===== config.mk =====
export PLATFORM = sky130hd
export DESIGN_NAME = ps2_key_arbiter
export DESIGN_NICKNAME = d
export VERILOG_FILES = /design/src/rtl/ps2_key_arbiter.sv
export SDC_FILE = /design/constraint.sdc
export NUM_CORES = 1
export LEC_CHECK = 0
export ABC_AREA = 1
export BUFFER_PORTS_ARGS = -buffer_cell sky130_fd_sc_hd__buf_2
export CAP_MARGIN = 15
export CORE_MARGIN = 5
export CORE_UTILIZATION = 45
export CTS_BUF_LIST = sky130_fd_sc_hd__clkbuf_4
export DETAILED_ROUTE_END_ITERATION = 12
export PLACE_DENSITY_LB_ADDON = 0.15
export SLEW_MARGIN = 20
export SYNTH_ARGS = -nofsm -noshare
export SYNTH_HDL_FRONTEND = slang
export SYNTH_SLANG_ARGS = --single-unit

===== constraint.sdc =====
create_clock -name clock -period 5 [get_ports clock]
set_clock_uncertainty 0.05 [all_clocks]
set_input_delay 0.25 -clock clock [delete_from_list [all_inputs] [get_ports clock]]
set_output_delay 0.25 -clock clock [all_outputs]
set_load 0.02 [all_outputs]

===== src/rtl/ps2_key_arbiter.sv =====
// Two-channel PS/2 key event scheduler: per-player FIFOs, round-robin output.
// Optional repeat filter: define KEY_ARB_REPEAT_FILTER_EN.
module ps2_key_arbiter #(
  parameter int DEPTH  = 4,
  parameter int CODE_W = 8
) (
  input  logic                     clock,
  input  logic                     reset,
  input  logic                     p1_valid,
  input  logic [CODE_W-1:0]        p1_code,
  input  logic                     p2_valid,
  input  logic [CODE_W-1:0]        p2_code,
  output logic                     out_valid,
  output logic [CODE_W-1:0]        out_code,
  output logic                     out_player,
  input  logic                     out_ack,
  output logic                     ovf1,
  output logic                     ovf2,
  input  logic                     clr_ovf,
  output logic [$clog2(DEPTH):0]   p1_count,
  output logic [$clog2(DEPTH):0]   p2_count
);

  localparam int AW = $clog2(DEPTH);
  localparam int CW = AW + 1;

  typedef enum logic {S_EMPTY, S_HOLD} state_t;

  state_t state, state_n;

  logic [CODE_W-1:0] mem [2][DEPTH];
  logic [AW-1:0]     rd_ptr [2];
  logic [AW-1:0]     wr_ptr [2];
  logic [CW-1:0]     count  [2];
  logic [1:0]        ovf;
  logic              last_grant;

  logic [1:0]        in_v;
  logic [CODE_W-1:0] in_c [2];
  logic [1:0]        nonempty;
  logic [1:0]        rep;
  logic [1:0]        push_ok;
  logic [1:0]        drop;
  logic [1:0]        pop;
  logic              load;
  logic              take;
  logic              sel;

`ifdef KEY_ARB_REPEAT_FILTER_EN
  logic [CODE_W-1:0] last_code [2];
`endif

  always_comb begin
    in_v    = {p2_valid, p1_valid};
    in_c[0] = p1_code;
    in_c[1] = p2_code;
    for (int i = 0; i < 2; i++) begin
      nonempty[i] = (count[i] != '0);
    end
`ifdef KEY_ARB_REPEAT_FILTER_EN
    for (int i = 0; i < 2; i++) begin
      rep[i] = in_v[i] && (in_c[i] == last_code[i]);
    end
`else
    rep = '0;
`endif
    // Tie goes to the channel not granted last time.
    sel  = nonempty[1] & (~nonempty[0] | ~last_grant);
    load = (state == S_EMPTY) || out_ack;
    take = load && (|nonempty);
    pop  = {take & sel, take & ~sel};
    for (int i = 0; i < 2; i++) begin
      push_ok[i] = in_v[i] && !rep[i] &&
                   ((count[i] != CW'(DEPTH)) || pop[i]);
      drop[i]    = in_v[i] && !rep[i] && !push_ok[i];
    end
    state_n = state;
    unique case (state)
      S_EMPTY: if (take) state_n = S_HOLD;
      S_HOLD:  if (out_ack && !take) state_n = S_EMPTY;
      default: state_n = S_EMPTY;
    endcase
  end

  always_ff @(posedge clock) begin
    for (int i = 0; i < 2; i++) begin
      if (push_ok[i]) mem[i][wr_ptr[i]] <= in_c[i];
    end
  end

  always_ff @(posedge clock or posedge reset) begin
    if (reset) begin
      state      <= S_EMPTY;
      out_code   <= '0;
      out_player <= 1'b0;
      last_grant <= 1'b1;
      ovf        <= '0;
      for (int i = 0; i < 2; i++) begin
        rd_ptr[i] <= '0;
        wr_ptr[i] <= '0;
        count[i]  <= '0;
`ifdef KEY_ARB_REPEAT_FILTER_EN
        last_code[i] <= '0;
`endif
      end
    end else begin
      state <= state_n;
      if (take) begin
        out_code   <= mem[sel][rd_ptr[sel]];
        out_player <= sel;
        last_grant <= sel;
      end
      for (int i = 0; i < 2; i++) begin
        if (push_ok[i]) wr_ptr[i] <= wr_ptr[i] + 1'b1;
        if (pop[i])     rd_ptr[i] <= rd_ptr[i] + 1'b1;
        count[i] <= count[i] + CW'(push_ok[i]) - CW'(pop[i]);
        if (drop[i])     ovf[i] <= 1'b1;
        else if (clr_ovf) ovf[i] <= 1'b0;
`ifdef KEY_ARB_REPEAT_FILTER_EN
        if (push_ok[i]) last_code[i] <= in_c[i];
`endif
      end
    end
  end

  assign out_valid = (state == S_HOLD);
  assign ovf1      = ovf[0];
  assign ovf2      = ovf[1];
  assign p1_count  = count[0];
  assign p2_count  = count[1];

endmodule


==> results.tsv, run 1 <==
metric	value	unit
area of the core	0.00915	mm²
Sink Count	91	
setup_tns	0	ps
height of the chip	106	µm
RSZ-0062 raised after global routing	false	
category of the most critical setup path	register to register	
initial antenna violation count	0	
endpoint kind of the worst setup timing path	register	
x dimension of the die	106	µm
Design Power	2.98	mW
Register-to-Register Setup Slack	1850	ps
Relative slew margins	39.4	%
final number of max-transition violations	0	
net switching power of the design	1.33	mW
number of cells in the finished layout apart from fillers	574	
Worst Path Required	5320	ps
Via density	4.79	
proportion of synthesized chip area in sequential cells	62.1	%
CP Launch Type	register	
Global Route Usage Sum	16.1	%
pin count of the biggest net entering global routing	38	
H-tree lvl count	3	
count of cells along the worst hold path	3	
number of optimization iterations in the first detailed-route pass	4	
Clk Latency, worst-skew pair	440	ps
share of the clock period used by the worst path	63.1	%
post-synthesis to final-layout area growth	14.0	%
cell types with the largest area share after synthesis	sky130_fd_sc_hd__edfxtp_1, sky130_fd_sc_hd__dfrtp_1, sky130_fd_sc_hd__nand2_1, sky130_fd_sc_hd__nand3_1, sky130_fd_sc_hd__ha_1	
Flop pwr share	38.6	%
FF-to-FF End	p2_count[2]	
EDFF count, synth	64	
count leader, synth	sky130_fd_sc_hd__nand2_1	
number of setup buffers added after CTS	0	
first-pass GRT wire length	13900	µm
violation count after the first detailed-route iteration	136	
clock tree from TritonCTS	yes	
routed wire length per instance	14.8	µm
Setup-failing EPs final	0	
Via Count	2749	
number of global-route vias before repair	2733	
worst ir drop on vdd	0.273	mV
Distinct cells, synth	26	
Post-Place Worst Slack	1890	ps
status	finished clean	
final worst slack	1850	ps
wirelength, routed	8490	µm
clock share of power	14.2	%
async set-or-reset flop fraction in the synthesized netlist	29.7	%
Hold Crit Endpoint	wr_ptr[1]	
Post-DRT Antenna Nets	0	
arrival time reported for the critical path endpoint	3480	ps
PwrDens	624	mW/mm²
post-route minimum period	3150	ps
library cell with the largest summed area after synthesis	sky130_fd_sc_hd__edfxtp_1	
clock slew at reported path FFs	150	ps
CTS Root Cell	sky130_fd_sc_hd__clkbuf_4	
count of port buffers added during placement	39	
Worst Tran Pin Value	905	ps
I/O pins	40	
top cell types by occurrence after synthesis	sky130_fd_sc_hd__nand2_1, sky130_fd_sc_hd__edfxtp_1, sky130_fd_sc_hd__nand3_1	
sum of net half-perimeters after detailed placement	5930	µm
layout net count	494	
Post-Synthesis Cells	401	
die footprint	0.0113	mm²
maximum achievable frequency	317	MHz
top fanout value on the critical path	37	
filler instances	831	
synthesized cell area	0.00419	mm²
number of synthesis warnings	0	
depth of the most critical reg-to-reg path	12	
Routability Congestion	0.785	
Placed Cells incl. Taps	537	
Starting Density	45.7	%
top-area cell type share of the netlist area	45.9	%
maximum count of clock buffers along a single path	2	
Post-Syn Nets	437	
number of storage elements in the synthesis netlist	91	
Final Core Density	52.2	%
Congestion Overflow GR	0	
DRC violations left	0	
logic gate share of total power	47.3	%
syn avg cell area	10.4	µm²
row count	35	
maximum capacitance violations	0	
worst hold path type	primary input to register	
startpoint of the most critical hold path	p2_valid	
number of buffers inserted during clock tree synthesis	9	
Sw Ratio	44.7	%
internal power component	1.65	mW
Hold Fails Final Rpt	0	
static leakage	2.22	nW
start of the worst register-to-register path	p2_count[2]	
ratio of cells with drive above 1 in the final layout	16.6	%
top_reg_cell synth	sky130_fd_sc_hd__edfxtp_1	
# diodes	0	
[kinds of logic after synthesis]
| group | after synthesis | synth area share, % |
|---|---|---|
| flip-flops | 91 | 62.1 |
| adder cells (fa/ha/maj) | 14 | 4.54 |
| buffers and inverters | 47 | 5.41 |
| AO/OA/AOI/OAI | 5 | 0.926 |
| XOR/XNOR | 8 | 1.67 |
| AND/OR/NAND/NOR | 236 | 25.4 |
[power groups by stage]
stage,Combinational [mW],Sequential [mW],Clock (mW)
5_1_grt,1.62,1.17,0.463
2_1_floorplan,1.06,1.22,0
6_report,1.41,1.15,0.423
3_3_place_gp,1.37,1.16,0
4_1_cts,1.43,1.15,0.433
3_5_place_dp,1.41,1.17,0
[critical path, cell delays in order, from the launching register on]
cell	delay, ps
sky130_fd_sc_hd__dfrtp_1	440
sky130_fd_sc_hd__nand3b_4	460
sky130_fd_sc_hd__nor2_4	70
sky130_fd_sc_hd__nor2_4	230
sky130_fd_sc_hd__nand3_2	200
sky130_fd_sc_hd__nand4_1	230
sky130_fd_sc_hd__nand2_2	140
sky130_fd_sc_hd__ha_1	300
sky130_fd_sc_hd__inv_1	40
sky130_fd_sc_hd__ha_1	180
sky130_fd_sc_hd__fa_1	380
sky130_fd_sc_hd__xnor2_1	180
sky130_fd_sc_hd__xor2_1	180
[state kept, by name, summed over array words and instances (netlist names)]
name / cells
mem: 64
last_grant: 1
ovf: 2
out_player: 1
out_code: 8
rd_ptr: 4
wr_ptr: 4
out_valid: 1
p2_count: 3
p1_count: 3
[stage by stage]
step / hold WS (ps) / area [µm²]
after floorplan: 252 / 4190
after global placement: 407 / 4420
after detailed placement: 408 / 4420
after CTS: 9.04 / 4760
after global routing: 9.90 / 4770
final: 47.3 / 4770
[routing by layer]
layer	global-route usage, %	up-vias	wire [µm]
met2	24.2	57	3800
met5	0	-	0
met4	5.02	0	101
met1	23.2	1283	4170
li1	-	1401	-
met3	3.76	8	411
[cell type report]
class | count | area [µm²] | area share [%]
timing repair buffer | 60 | 405 | 8.49
clock inverter | 6 | 71.3 | 1.49
tap | 111 | 139 | 2.91
inverter | 33 | 124 | 2.59
clock buffer | 10 | 75.1 | 1.57
sequential | 91 | 2600 | 54.4
multi-input combinational | 263 | 1360 | 28.5
[worst max-delay path by stage]
stage / slack (ps) / end / from / depth (start not counted)
after floorplan: 2370 / p2_count[2] / p2_count[2] / 13
after global placement: 1990 / p2_count[2] / p2_count[2] / 12
after detailed placement: 1890 / p2_count[2] / p2_count[2] / 12
after CTS: 1860 / p2_count[2] / p2_count[2] / 12
final: 1850 / p2_count[2] / p2_count[2] / 12
after global routing: 1560 / p2_count[2] / p2_count[2] / 12
[cells in the final DEF (no fill, tap or decap), types with 6 or more instances in the layout]
| cell type | count |
|---|---|
| sky130_fd_sc_hd__nand2_1 | 169 |
| sky130_fd_sc_hd__edfxtp_1 | 64 |
| sky130_fd_sc_hd__buf_2 | 39 |
| sky130_fd_sc_hd__nand3_1 | 35 |
| sky130_fd_sc_hd__inv_1 | 30 |
| sky130_fd_sc_hd__dfrtp_1 | 26 |
| sky130_fd_sc_hd__dlygate4sd3_1 | 21 |
| sky130_fd_sc_hd__nor2_1 | 14 |
| sky130_fd_sc_hd__ha_1 | 12 |
| sky130_fd_sc_hd__clkbuf_4 | 10 |
| sky130_fd_sc_hd__xor2_1 | 6 |
[what timing repair did]
item                                    CTS  global route
endpoints found under the setup margin    0             0
hold buffers                             20             1
resized for setup                         0             0
endpoints found under the hold margin    67            26
Note: power is estimated with default switching activity, not from simulation.
==> inputs of run 2 (changes only) <==
==> constraint.sdc (replaced) <==
create_clock -name clock -period 3 [get_ports clock]
set_clock_uncertainty 0.05 [all_clocks]
set_input_delay 0.15 -clock clock [delete_from_list [all_inputs] [get_ports clock]]
set_output_delay 0.15 -clock clock [all_outputs]
set_load 0.02 [all_outputs]
==> results.tsv, run 2 (synthesized netlist as in run 1, its figures left out) <==
metric	value	unit	change
PwrDens	1050	mW/mm²	+68%
clock tree from TritonCTS	yes		
Hold Fails Final Rpt	0		unchanged
footprint of the flip-flops and latches	0.00260	mm²	about the same
CTS Root Cell	sky130_fd_sc_hd__clkbuf_4		
top fanout value on the critical path	7		-81%
number of buffers inserted during clock tree synthesis	9		unchanged
maximum capacitance violations	0		unchanged
flip-flop count of the largest register after layout	64		unchanged
violation count after the first detailed-route iteration	202		+49%
number of global-route vias before repair	2769		+1.3%
status	finished clean		
share of the clock period used by the worst path	88.7	%	+26 points
Worst Path Required	3280	ps	-2040 ps
maximum achievable frequency	376	MHz	+19%
Flop pwr share	37.4	%	-1.2 points
category of the most critical setup path	register to register		
Relative slew margins	60.5	%	+21 points
clock share of power	14.2	%	about the same
row count	35		unchanged
CP Launch Type	register		
cell area after placement	0.00450	mm²	+1.9%
Worst Tran Pin Value	591	ps	-314 ps
die footprint	0.0113	mm²	unchanged
static leakage	2.29	nW	+3.3%
Sw Ratio	43.7	%	-1.0 points
endpoint kind of the worst setup timing path	register		
I/O pins	40		unchanged
logic gate share of total power	48.4	%	+1.1 points
area taken by multi-input logic gates	0.00136	mm²	unchanged
post-synthesis to final-layout area growth	16.5	%	
wirelength, routed	8850	µm	+4.2%
clock slew at reported path FFs	140	ps	about the same
maximum count of clock buffers along a single path	2		unchanged
ratio of cells with drive above 1 in the final layout	18.3	%	+1.7 points
area of the core	0.00915	mm²	unchanged
highest-count cells in the layout ignoring fill and taps	sky130_fd_sc_hd__nand2_1, sky130_fd_sc_hd__edfxtp_1, sky130_fd_sc_hd__buf_2		
count of port buffers added during placement	39		unchanged
worst hold path type	primary input to async pin		
Clk Latency, worst-skew pair	440	ps	about the same
initial antenna violation count	0		unchanged
number of optimization iterations in the first detailed-route pass	4		unchanged
Global Route Usage Sum	16.9	%	+0.81 points
Design Power	5.10	mW	+71%
Starting Density	45.7	%	unchanged
Setup-failing EPs final	0		unchanged
H-tree lvl count	3		unchanged
Sink Count	91		unchanged
worst ir drop on vdd	0.492	mV	+80%
Via density	4.78		-0.12%
setup_tns	0	ps	unchanged
RSZ-0062 raised after global routing	false		
pin count of the biggest net entering global routing	37		-2.6%
DRC violations left	0		unchanged
Via Count	2803		+2.0%
arrival time reported for the critical path endpoint	2940	ps	-540 ps
Post-DRT Antenna Nets	0		unchanged
Congestion Overflow GR	0		unchanged
Routability Congestion	0.757		-3.6%
net switching power of the design	2.23	mW	+67%
post-route cell area	0.00488	mm²	+2.2%
x dimension of the die	106	µm	unchanged
# diodes	0		unchanged
sum of net half-perimeters after detailed placement	6030	µm	+1.7%
layout net count	507		+2.6%
Final Core Density	53.3	%	+1.1 points
internal power component	2.88	mW	+74%
leading cell type in the layout, fill and taps excluded	sky130_fd_sc_hd__nand2_1		
height of the chip	106	µm	unchanged
post-route minimum period	2660	ps	-493 ps
filler instances	813		-2.2%
final number of max-transition violations	0		unchanged
first-pass GRT wire length	14600	µm	+4.9%
routed wire length per instance	15.1	µm	+2.1%
[run 2: per-layer routing]
layer | share of wire (%) | GRT usage [%] | routed length, µm
met1 | 51 | 25.3 | 4530
met2 | 43 | 24.8 | 3810
met3 | 4.1 | 2.91 | 366
met4 | 1.6 | 5.94 | 142
met5 | 0 | 0 | 0
[run 2: final timing paths]
check	end	slack (ps)	startpoint	cells after the start
max	p2_count[2]	340	p1_count[2]	13
min	wr_ptr[3]	250	reset	3
max reg2reg	p2_count[2]	340	p1_count[2]	13
min reg2reg	rd_ptr[1]	430	rd_ptr[1]	1
max in group asynchronous	p1_count[1]	2240	reset	3
min in group clock	out_valid	400	out_ack	3
[run 2: power groups by stage]
| stage | combinational (mW) | clock [mW] | sequential (mW) |
|---|---|---|---|
| floorplan | 1.77 | 0 | 2.03 |
| global placement | 2.42 | 0 | 1.93 |
| detailed placement | 2.46 | 0 | 1.94 |
| CTS | 2.50 | 0.747 | 1.91 |
| global route | 2.82 | 0.793 | 1.95 |
| finish | 2.47 | 0.724 | 1.91 |
[run 2: layout make-up]
cell class,count,share of cell area (%)
clock buffer,9,1.38
tap,111,2.85
clock inverter,6,1.67
inverter,33,2.54
multi-input combinational,263,27.9
timing repair buffer,73,10.4
sequential,91,53.3
[run 2: what timing repair did]
item,in CTS,in global routing
hold endpoints to repair,97,0
setup buffers,0,1
endpoints found under the setup margin,0,1
resized for setup,0,1
hold buffers,22,0
[run 2: worst max-delay path: stages, from the launching register on]
cell and delay, ps:
sky130_fd_sc_hd__dfrtp_1 450, sky130_fd_sc_hd__inv_1 100, sky130_fd_sc_hd__nand2_4 110, sky130_fd_sc_hd__nor2_4 60, sky130_fd_sc_hd__nor2_4 130, sky130_fd_sc_hd__nand3_2 130
sky130_fd_sc_hd__nand4_1 190, sky130_fd_sc_hd__nand2_2 130, sky130_fd_sc_hd__ha_1 300, sky130_fd_sc_hd__inv_1 40, sky130_fd_sc_hd__ha_1 180, sky130_fd_sc_hd__fa_1 390
sky130_fd_sc_hd__xnor2_1 150, sky130_fd_sc_hd__xor2_1 140
[run 2: through the flow]
stage / std cells / worst slack (ps) / hold WS (ps)
2_1_floorplan: 401 / 372 / 152
3_3_place_gp: 548 / 277 / 315
3_5_place_dp: 548 / 201 / 319
4_1_cts: 585 / 148 / 375
5_1_grt: 586 / 125 / 313
6_report: 586 / 340 / 245
